**src/rtl/bip_control_unit.sv**
```systemverilog
// Control unit for a 16-bit accumulator-based BIP processor.
// Sequences FETCH/DECODE/EXEC for each instruction, owns the program
// counter, instruction register and retired-instruction counter, and
// emits the memory strobes and datapath selects.
module bip_control_unit #(
  parameter int NB_INSTRUCTION = 16,
  parameter int NB_ADDR        = 11,
  parameter int NB_OPCODE      = 5,
  parameter int NB_OPERAND     = NB_INSTRUCTION - NB_OPCODE,
  parameter int NB_SELECTOR_A  = 2
) (
  input  logic                      i_clock,
  input  logic                      i_reset,
  input  logic                      i_start,
  input  logic [NB_INSTRUCTION-1:0] i_instruction,
  output logic [NB_ADDR-1:0]        o_pc_addr,
  output logic                      o_rd_prog,
  output logic [NB_ADDR-1:0]        o_data_addr,
  output logic                      o_rd_data,
  output logic                      o_wr_data,
  output logic [NB_OPERAND-1:0]     o_operand,
  output logic [NB_SELECTOR_A-1:0]  o_sel_a,
  output logic                      o_sel_b,
  output logic                      o_enb_acc,
  output logic                      o_operation,
  output logic                      o_busy,
  output logic                      o_halted,
  output logic [15:0]               o_instr_count
);

  typedef enum logic [2:0] {
    IDLE   = 3'd0,
    FETCH  = 3'd1,
    DECODE = 3'd2,
    EXEC   = 3'd3,
    HALT   = 3'd4
  } state_t;

  localparam logic [NB_OPCODE-1:0] OP_HLT  = 5'b00000;
  localparam logic [NB_OPCODE-1:0] OP_STO  = 5'b00001;
  localparam logic [NB_OPCODE-1:0] OP_LD   = 5'b00010;
  localparam logic [NB_OPCODE-1:0] OP_LDI  = 5'b00011;
  localparam logic [NB_OPCODE-1:0] OP_ADD  = 5'b00100;
  localparam logic [NB_OPCODE-1:0] OP_ADDI = 5'b00101;
  localparam logic [NB_OPCODE-1:0] OP_SUB  = 5'b00110;
  localparam logic [NB_OPCODE-1:0] OP_SUBI = 5'b00111;

  state_t                      state;
  state_t                      next_state;
  logic [NB_ADDR-1:0]          pc;
  logic [NB_INSTRUCTION-1:0]   ir;
  logic [15:0]                 count;
  logic [NB_OPCODE-1:0]        dec_opcode;
  logic [NB_OPCODE-1:0]        ex_opcode;

  // DECODE looks at the live memory word; EXEC works from the latched IR.
  assign dec_opcode = i_instruction[NB_INSTRUCTION-1 -: NB_OPCODE];
  assign ex_opcode  = ir[NB_INSTRUCTION-1 -: NB_OPCODE];

  // State register.
  always_ff @(posedge i_clock) begin
    if (i_reset) state <= IDLE;
    else         state <= next_state;
  end

  // Program counter, instruction register and retired-instruction counter.
  always_ff @(posedge i_clock) begin
    if (i_reset) begin
      pc    <= '0;
      ir    <= '0;
      count <= '0;
    end else begin
      case (state)
        IDLE, HALT: begin
          if (i_start) begin
            pc    <= '0;
            count <= '0;
          end
        end
        DECODE: ir <= i_instruction;
        EXEC: begin
          pc <= pc + 1'b1;
          if (count != 16'hFFFF) count <= count + 16'd1;
        end
        default: ;
      endcase
    end
  end

  // Next-state and output decode; everything is forced low while reset is held
  // so an instruction caught by reset cannot emit a strobe in that cycle.
  always_comb begin
    next_state    = state;
    o_pc_addr     = '0;
    o_rd_prog     = 1'b0;
    o_data_addr   = '0;
    o_rd_data     = 1'b0;
    o_wr_data     = 1'b0;
    o_operand     = '0;
    o_sel_a       = 2'b00;
    o_sel_b       = 1'b0;
    o_enb_acc     = 1'b0;
    o_operation   = 1'b0;
    o_busy        = 1'b0;
    o_halted      = 1'b0;
    o_instr_count = '0;
    if (!i_reset) begin
      o_pc_addr     = pc;
      o_operand     = ir[NB_OPERAND-1:0];
      o_instr_count = count;
      case (state)
        IDLE: begin
          if (i_start) next_state = FETCH;
        end
        FETCH: begin
          o_busy     = 1'b1;
          o_rd_prog  = 1'b1;
          next_state = DECODE;
        end
        DECODE: begin
          o_busy = 1'b1;
          if (dec_opcode == OP_LD || dec_opcode == OP_ADD || dec_opcode == OP_SUB) begin
            o_rd_data   = 1'b1;
            o_data_addr = i_instruction[NB_ADDR-1:0];
          end
          next_state = (dec_opcode == OP_HLT) ? HALT : EXEC;
        end
        EXEC: begin
          o_busy     = 1'b1;
          next_state = FETCH;
          case (ex_opcode)
            OP_STO: begin
              o_wr_data   = 1'b1;
              o_data_addr = ir[NB_ADDR-1:0];
            end
            OP_LD: begin
              o_sel_a   = 2'b00;
              o_enb_acc = 1'b1;
            end
            OP_LDI: begin
              o_sel_a   = 2'b01;
              o_enb_acc = 1'b1;
            end
            OP_ADD: begin
              o_sel_a   = 2'b10;
              o_enb_acc = 1'b1;
            end
            OP_ADDI: begin
              o_sel_a   = 2'b10;
              o_sel_b   = 1'b1;
              o_enb_acc = 1'b1;
            end
            OP_SUB: begin
              o_sel_a     = 2'b10;
              o_operation = 1'b1;
              o_enb_acc   = 1'b1;
            end
            OP_SUBI: begin
              o_sel_a     = 2'b10;
              o_sel_b     = 1'b1;
              o_operation = 1'b1;
              o_enb_acc   = 1'b1;
            end
            default: ;
          endcase
        end
        HALT: begin
          o_halted = 1'b1;
          if (i_start) next_state = FETCH;
        end
        default: next_state = IDLE;
      endcase
    end
  end

endmodule

```
**config.mk**
```make
export PLATFORM = sky130hd
export DESIGN_NAME = bip_control_unit
export DESIGN_NICKNAME = d
export VERILOG_FILES = /design/src/rtl/bip_control_unit.sv
export SDC_FILE = /design/constraint.sdc
export NUM_CORES = 1
export LEC_CHECK = 0
export CELL_PAD_IN_SITES_DETAIL_PLACEMENT = 1
export CELL_PAD_IN_SITES_GLOBAL_PLACEMENT = 1
export CORE_ASPECT_RATIO = 0.9
export CORE_UTILIZATION = 38
export CTS_BUF_LIST = sky130_fd_sc_hd__clkbuf_8
export DETAILED_ROUTE_END_ITERATION = 8
export PLACE_DENSITY_LB_ADDON = 0.1
export SETUP_SLACK_MARGIN = 0.1
export SKIP_LAST_GASP = 1
export SLEW_MARGIN = 20
export SYNTH_ARGS = -nofsm -noshare
export SYNTH_HDL_FRONTEND = slang
export SYNTH_SLANG_ARGS = --single-unit
```
**constraint.sdc**
```tcl
create_clock -name i_clock -period 2.8 [get_ports i_clock]
set_input_delay 0.7 -clock i_clock [delete_from_list [all_inputs] [get_ports i_clock]]
set_output_delay 0.7 -clock i_clock [all_outputs]
set_load 0.01 [all_outputs]
```
==> results.tsv, run 1 <==
metric	value	unit
status	finished, final reports clean	
fillers	890	
fin_crit	2.61	ns
dieArea	0.00768	mm²
cts_buffers	5	
antenna_found_initial	0	
async_reset_ff_share	0	%
worst_slew_pin_slew	0.650	ns
final_common_cell	clkdlybuf4s50_1	
overflow	0	
synth_flop_cell	dfxtp_1	
dp_slack	-0.419	ns
placementRows	29	
criticalPathCategory	in -> out	
arrival	1.91	ns
rsz0062_at_grt	no	
total_power	1.44	mW
grtUsageTotal	22.2	%
path_clk_slew	0.09	ns
drtIter0Drc	96	
seqCellArea	923	µm²
cap_violations	0	
die_y	83.2	µm
core-area	0.00708	mm²
cp_num_buf_inv	4	
synth.cell_area	0.00279	mm²
leakagePower	1.43	nW
synth-edff-count	0	
final_max_slew_viol_count	0	
finalInstanceArea	0.00383	mm²
synth_cell_types	57	
holdWs	0.482	ns
post-route-drc-count	0	
globalplace.congestion	0.812	
slew_headroom	56.7	%
drive_gt1_share	15.0	%
cpLargestDelayFamily	buffers and inverters	
start_util	39.4	%
post_drt_wl_per_cell	16.0	µm
cp_slowest_cell	clkdlybuf4s50_1	
yosysSeqAreaShare	33.0	%
vias	2956	
grt_max_degree	28	
min_path_type	reg -> reg	
grt_first_pass_wirelength	14000	µm
yosysWarnings	0	
vdd.ir_drop.worst	0.000190	V
cts_tree	done	
synth.avg_cell_area	7.85	µm²
area_delta_synth_final	37.6	%
cp_slowest_stage_delay	0.52	ns
fin_skew	0.0156	ns
via_per_inst	5.62	
die_x	92.3	µm
setup_viol	0	
crit_chain	buf_2 > buf_4 > or2b_1 > inv_1 > clkdlybuf4s50_1	
cts-root-buf	clkbuf_8	
cts.sinks	46	
antenna_cells	0	
power_per_cell_area	377	mW/mm²
firstDrtPassIters	4	
synth_fp_nets	376	
ys_ff_latch	46	
cts_buffer_depth	2	
crit_fanout	15	
fin_ws	0.189	ns
timing.fmax	383	MHz
port_buffers	77	
dp_hpwl	5960	µm
crit_path_start_kind	primary input	
cts-htree-levels	2	
grt_pass1_vias	2827	
multi_input_area	0.00177	mm²
ios	78	
post-route-period-util	93.3	%
end_kind	primary output	
final_cell_mix	clkdlybuf4s50_1 (58), dfxtp_1 (44), nand2_1 (42)	
final_nets	453	
finalWirelength	8420	µm
place_area	0.00370	mm²
postSynthCellCount	355	
cp.required	2.10	ns
antenna_left	0	
finalHoldViolCount	0	
clkLatencyLatePin	0.32	ns
## area by class of cell
| cell class | count | area share, % |
|---|---|---|
| Multi-Input combinational cell | 274 | 46.1 |
| Inverter | 7 | 0.685 |
| Clock buffer | 5 | 1.80 |
| Tap cell | 93 | 3.04 |
| Sequential cell | 46 | 24.1 |
| Clock inverter | 3 | 1.17 |
| Timing Repair Buffer | 98 | 23.1 |
## final timing paths
check             slack (ns)               end      from  cells past startpoint
setup / recovery        0.19  o_instr_count[4]   i_reset                      5
hold / removal          0.48            ir[11]    ir[11]                      2
hold reg to reg         0.48            ir[11]    ir[11]                      2
setup reg to reg        0.80          count[1]  count[0]                      5
## sequential cells by signal, indices dropped and copies added (netlist names)
signal / cells
state: 3
pc: 11
ir: 16
count: 16
## cells in the mapped netlist (3+ instances only)
cell / instances / area share [%]
nand2b_1: 9 / 2.0
a41oi_1: 3 / 0.94
nor2_1: 24 / 3.2
a31oi_1: 10 / 2.2
nand3b_1: 4 / 1.1
nand2_1: 42 / 5.7
o21ai_0: 9 / 1.6
o22ai_1: 6 / 1.3
nor2b_1: 35 / 7.9
nand4_1: 5 / 1.1
and2_1: 6 / 1.3
a21oi_1: 24 / 4.3
and4_1: 4 / 1.3
inv_1: 7 / 0.94
a32oi_1: 12 / 3.8
a211oi_1: 9 / 2.4
nand3_1: 7 / 1.3
a311oi_1: 5 / 1.6
buf_2: 12 / 2.2
dfxtp_1: 46 / 33
or2_2: 3 / 0.67
clkbuf_1: 14 / 1.9
a21o_1: 3 / 0.81
and3_1: 7 / 1.6
nor3_1: 6 / 1.1
## power breakdown
part | switching [mW] | internal [mW] | total (mW)
clock network | 0.253 | 0.266 | 0.519
registers | 0.0174 | 0.672 | 0.689
logic | 0.134 | 0.101 | 0.235
total | 0.405 | 1.04 | 1.44
## worst min-delay path: stages (launching register included)
cell	delay [ns]
dfxtp_1	0.33
nand2_1	0.06
a21oi_1	0.05
## routing by layer
metal / vias up / track usage [%] / share of wire [%]
li1: 1451 / - / -
met1: 1441 / 29.3 / 47
met2: 56 / 37.9 / 49
met3: 8 / 3.39 / 3.1
met4: 0 / 5.68 / 1.0
met5: - / 0 / 0
## timing repair
action / CTS / global route
resized for setup: 63 / 6
setup endpoints to repair: 18 / 14
buffers inserted: 1 / 1
hold buffers: 0 / 0
pin swaps: 2 / 3
cloned: 1 / 0
## stage by stage
step	TNS [ns]	util (%)	cells
after floorplan	0	-	355
after global placement	-3.99	52.3	515
after detailed placement	-4.34	52.3	515
after CTS	0	53.7	525
after global routing	0	54.2	526
final	0	54.2	526
## cells by family (layout without fill, tap and decap cells)
logic type	Yosys count	in the layout	share of synthesized area (%)
adder cells (fa/ha/maj)	2	2	0.898
AND/OR/NAND/NOR	171	171	34.8
XOR/XNOR	1	1	0.314
buffers and inverters	35	113	5.39
flip-flops	46	46	33.0
multiplexers	1	1	0.539
AO/OA/AOI/OAI	99	99	25.1
(Power assumes the default switching activity.)
==> run 2, diff against run 1 <==
--- a/config.mk
+++ b/config.mk
@@ -11,7 +11,7 @@
 export CORE_UTILIZATION = 38
 export CTS_BUF_LIST = sky130_fd_sc_hd__clkbuf_8
 export DETAILED_ROUTE_END_ITERATION = 8
-export PLACE_DENSITY_LB_ADDON = 0.1
+export PLACE_DENSITY = 0.88
 export SETUP_SLACK_MARGIN = 0.1
 export SKIP_LAST_GASP = 1
 export SLEW_MARGIN = 20
==> run 2 against run 1 <==
Compared with the run above: fmax decreased by 3.9%; critical path depth shrank 1; sequential power is essentially flat; cell count rose by 0.38%; highest routed layer unchanged.
==> results.tsv, run 2 (same netlist as run 1, synthesis figures left out) <==
metric	value	unit
post-route-drc-count	0	
p_switching	392	µW
rsz0062_at_grt	yes	
fin_crit	2.72	ns
finalInstanceArea	0.00383	mm²
post-route-period-util	97.0	%
finalWirelength	9110	µm
final_max_slew_viol_count	0	
cts-htree-levels	2	
port_buffers	77	
arrival	2.02	ns
swShare	28.7	%
drive_gt1_share	13.8	%
hold_path_end	ir[15]	
crit_path_start_kind	primary input	
globalplace.congestion	0.855	
firstDrtPassIters	4	
cp.required	2.10	ns
core-area	0.00708	mm²
via_per_inst	5.68	
clockPowerShare	31.8	%
fillers	874	
final_nets	455	
status	finished, final reports clean	
p_int	974	µW
min_path_type	reg -> reg	
overflow	0	
vias	3001	
postCtsHoldBufs	0	
fin_skew	0.0108	ns
hold_depth	2	
grt_max_degree	28	
die_x	92.3	µm
drtIter0Drc	94	
ff2ff_setup_slack	0.73	ns
cts.sinks	46	
timing.rr.end	count[1]	
post_drt_wl_per_cell	17.3	µm
cts_tree	done	
fin_ws	0.0837	ns
cap_violations	0	
worstHoldStart	ir[15]	
die_y	83.2	µm
seqPwrFrac	50.5	%
cts_buffer_depth	2	
criticalPathCategory	in -> out	
antenna_found_initial	0	
start_util	39.4	%
dp_cells	517	
dieArea	0.00768	mm²
vdd.ir_drop.worst	0.000167	V
p_comb_share	17.6	%
path_clk_slew	0.09	ns
setup_viol	0	
end_kind	primary output	
r2r-start	count[0]	
worst_slew_pin_slew	0.639	ns
power_per_cell_area	356	mW/mm²
final_core_utilization	54.2	%
crit_fanout	9	
dp_hpwl	6410	µm
cts_buffers	5	
placementRows	29	
antenna_cells	0	
grt_pass1_vias	2925	
finalHoldViolCount	0	
place_area	0.00372	mm²
layout.cells.non_filler	528	
grtUsageTotal	23.9	%
antenna_left	0	
timing.fmax	368	MHz
final_cell_mix	clkdlybuf4s50_1 (58), dfxtp_1 (45), nand2_1 (42)	
leakagePower	1.41	nW
tns	0	ns
final_common_cell	clkdlybuf4s50_1	
biggestRegsByFlops	count (16), ir (16), pc (11)	
grt_first_pass_wirelength	14700	µm
clkLatencyLatePin	0.30	ns
dp_slack	-0.520	ns
reg2reg_depth	5	
area_delta_synth_final	37.6	%
slew_headroom	57.4	%
cts-root-buf	clkbuf_8	
ios	78	
## run 2: how the worst max path moves through the flow
stage	from	to	cells after the start
after floorplan	i_instruction[15]	o_rd_data	4
after global placement	i_instruction[11]	o_rd_data	6
after detailed placement	i_instruction[11]	o_data_addr[2]	7
after CTS	i_reset	o_sel_a[0]	4
after global routing	i_reset	o_halted	4
final	i_reset	o_halted	4
## run 2: power by group through the flow
stage,clock network (mW),logic (mW),registers (mW)
5_1_grt,0.462,0.263,0.693
2_1_floorplan,0,0.133,0.696
4_1_cts,0.446,0.238,0.690
6_report,0.435,0.241,0.690
3_3_place_gp,0,0.226,0.704
3_5_place_dp,0,0.233,0.705
## run 2: repair_timing
| item | in CTS | in global routing |
|---|---|---|
| setup endpoints to repair | 18 | 8 |
| gates resized for setup | 56 | 5 |
| hold endpoints to repair | 0 | 0 |
| gates cloned | 1 | 0 |
| pin swaps | 3 | 3 |
| setup buffers | 1 | 1 |
## run 2: layer usage
layer,track usage (%),up-vias,share of wire [%]
met5,0,-,0
met4,6.96,0,1.4
met3,3.30,10,3.9
met2,41.2,68,49
met1,31.0,1461,46
li1,-,1462,-
## run 2: cell type report
cell class / instances / area, µm² / share of cell area (%)
tap: 93 / 116 / 3.04
clock inverter: 2 / 8.76 / 0.228
sequential: 46 / 922 / 24.1
multi-input combinational: 274 / 1750 / 45.7
inverter: 7 / 26.3 / 0.685
clock buffer: 6 / 82.6 / 2.15
timing repair buffer: 100 / 926 / 24.2
## run 2: critical path, cell delays in order
cell,delay [ns]
buf_2,0.20
buf_4,0.20
nor4b_1,0.31
clkdlybuf4s50_1,0.61
## run 2: through the flow
stage | hold slack, ns | power [mW]
2_1_floorplan | 0.431 | 0.828
3_3_place_gp | 0.440 | 0.930
3_5_place_dp | 0.450 | 0.938
4_1_cts | 0.463 | 1.37
5_1_grt | 0.489 | 1.42
6_report | 0.463 | 1.37
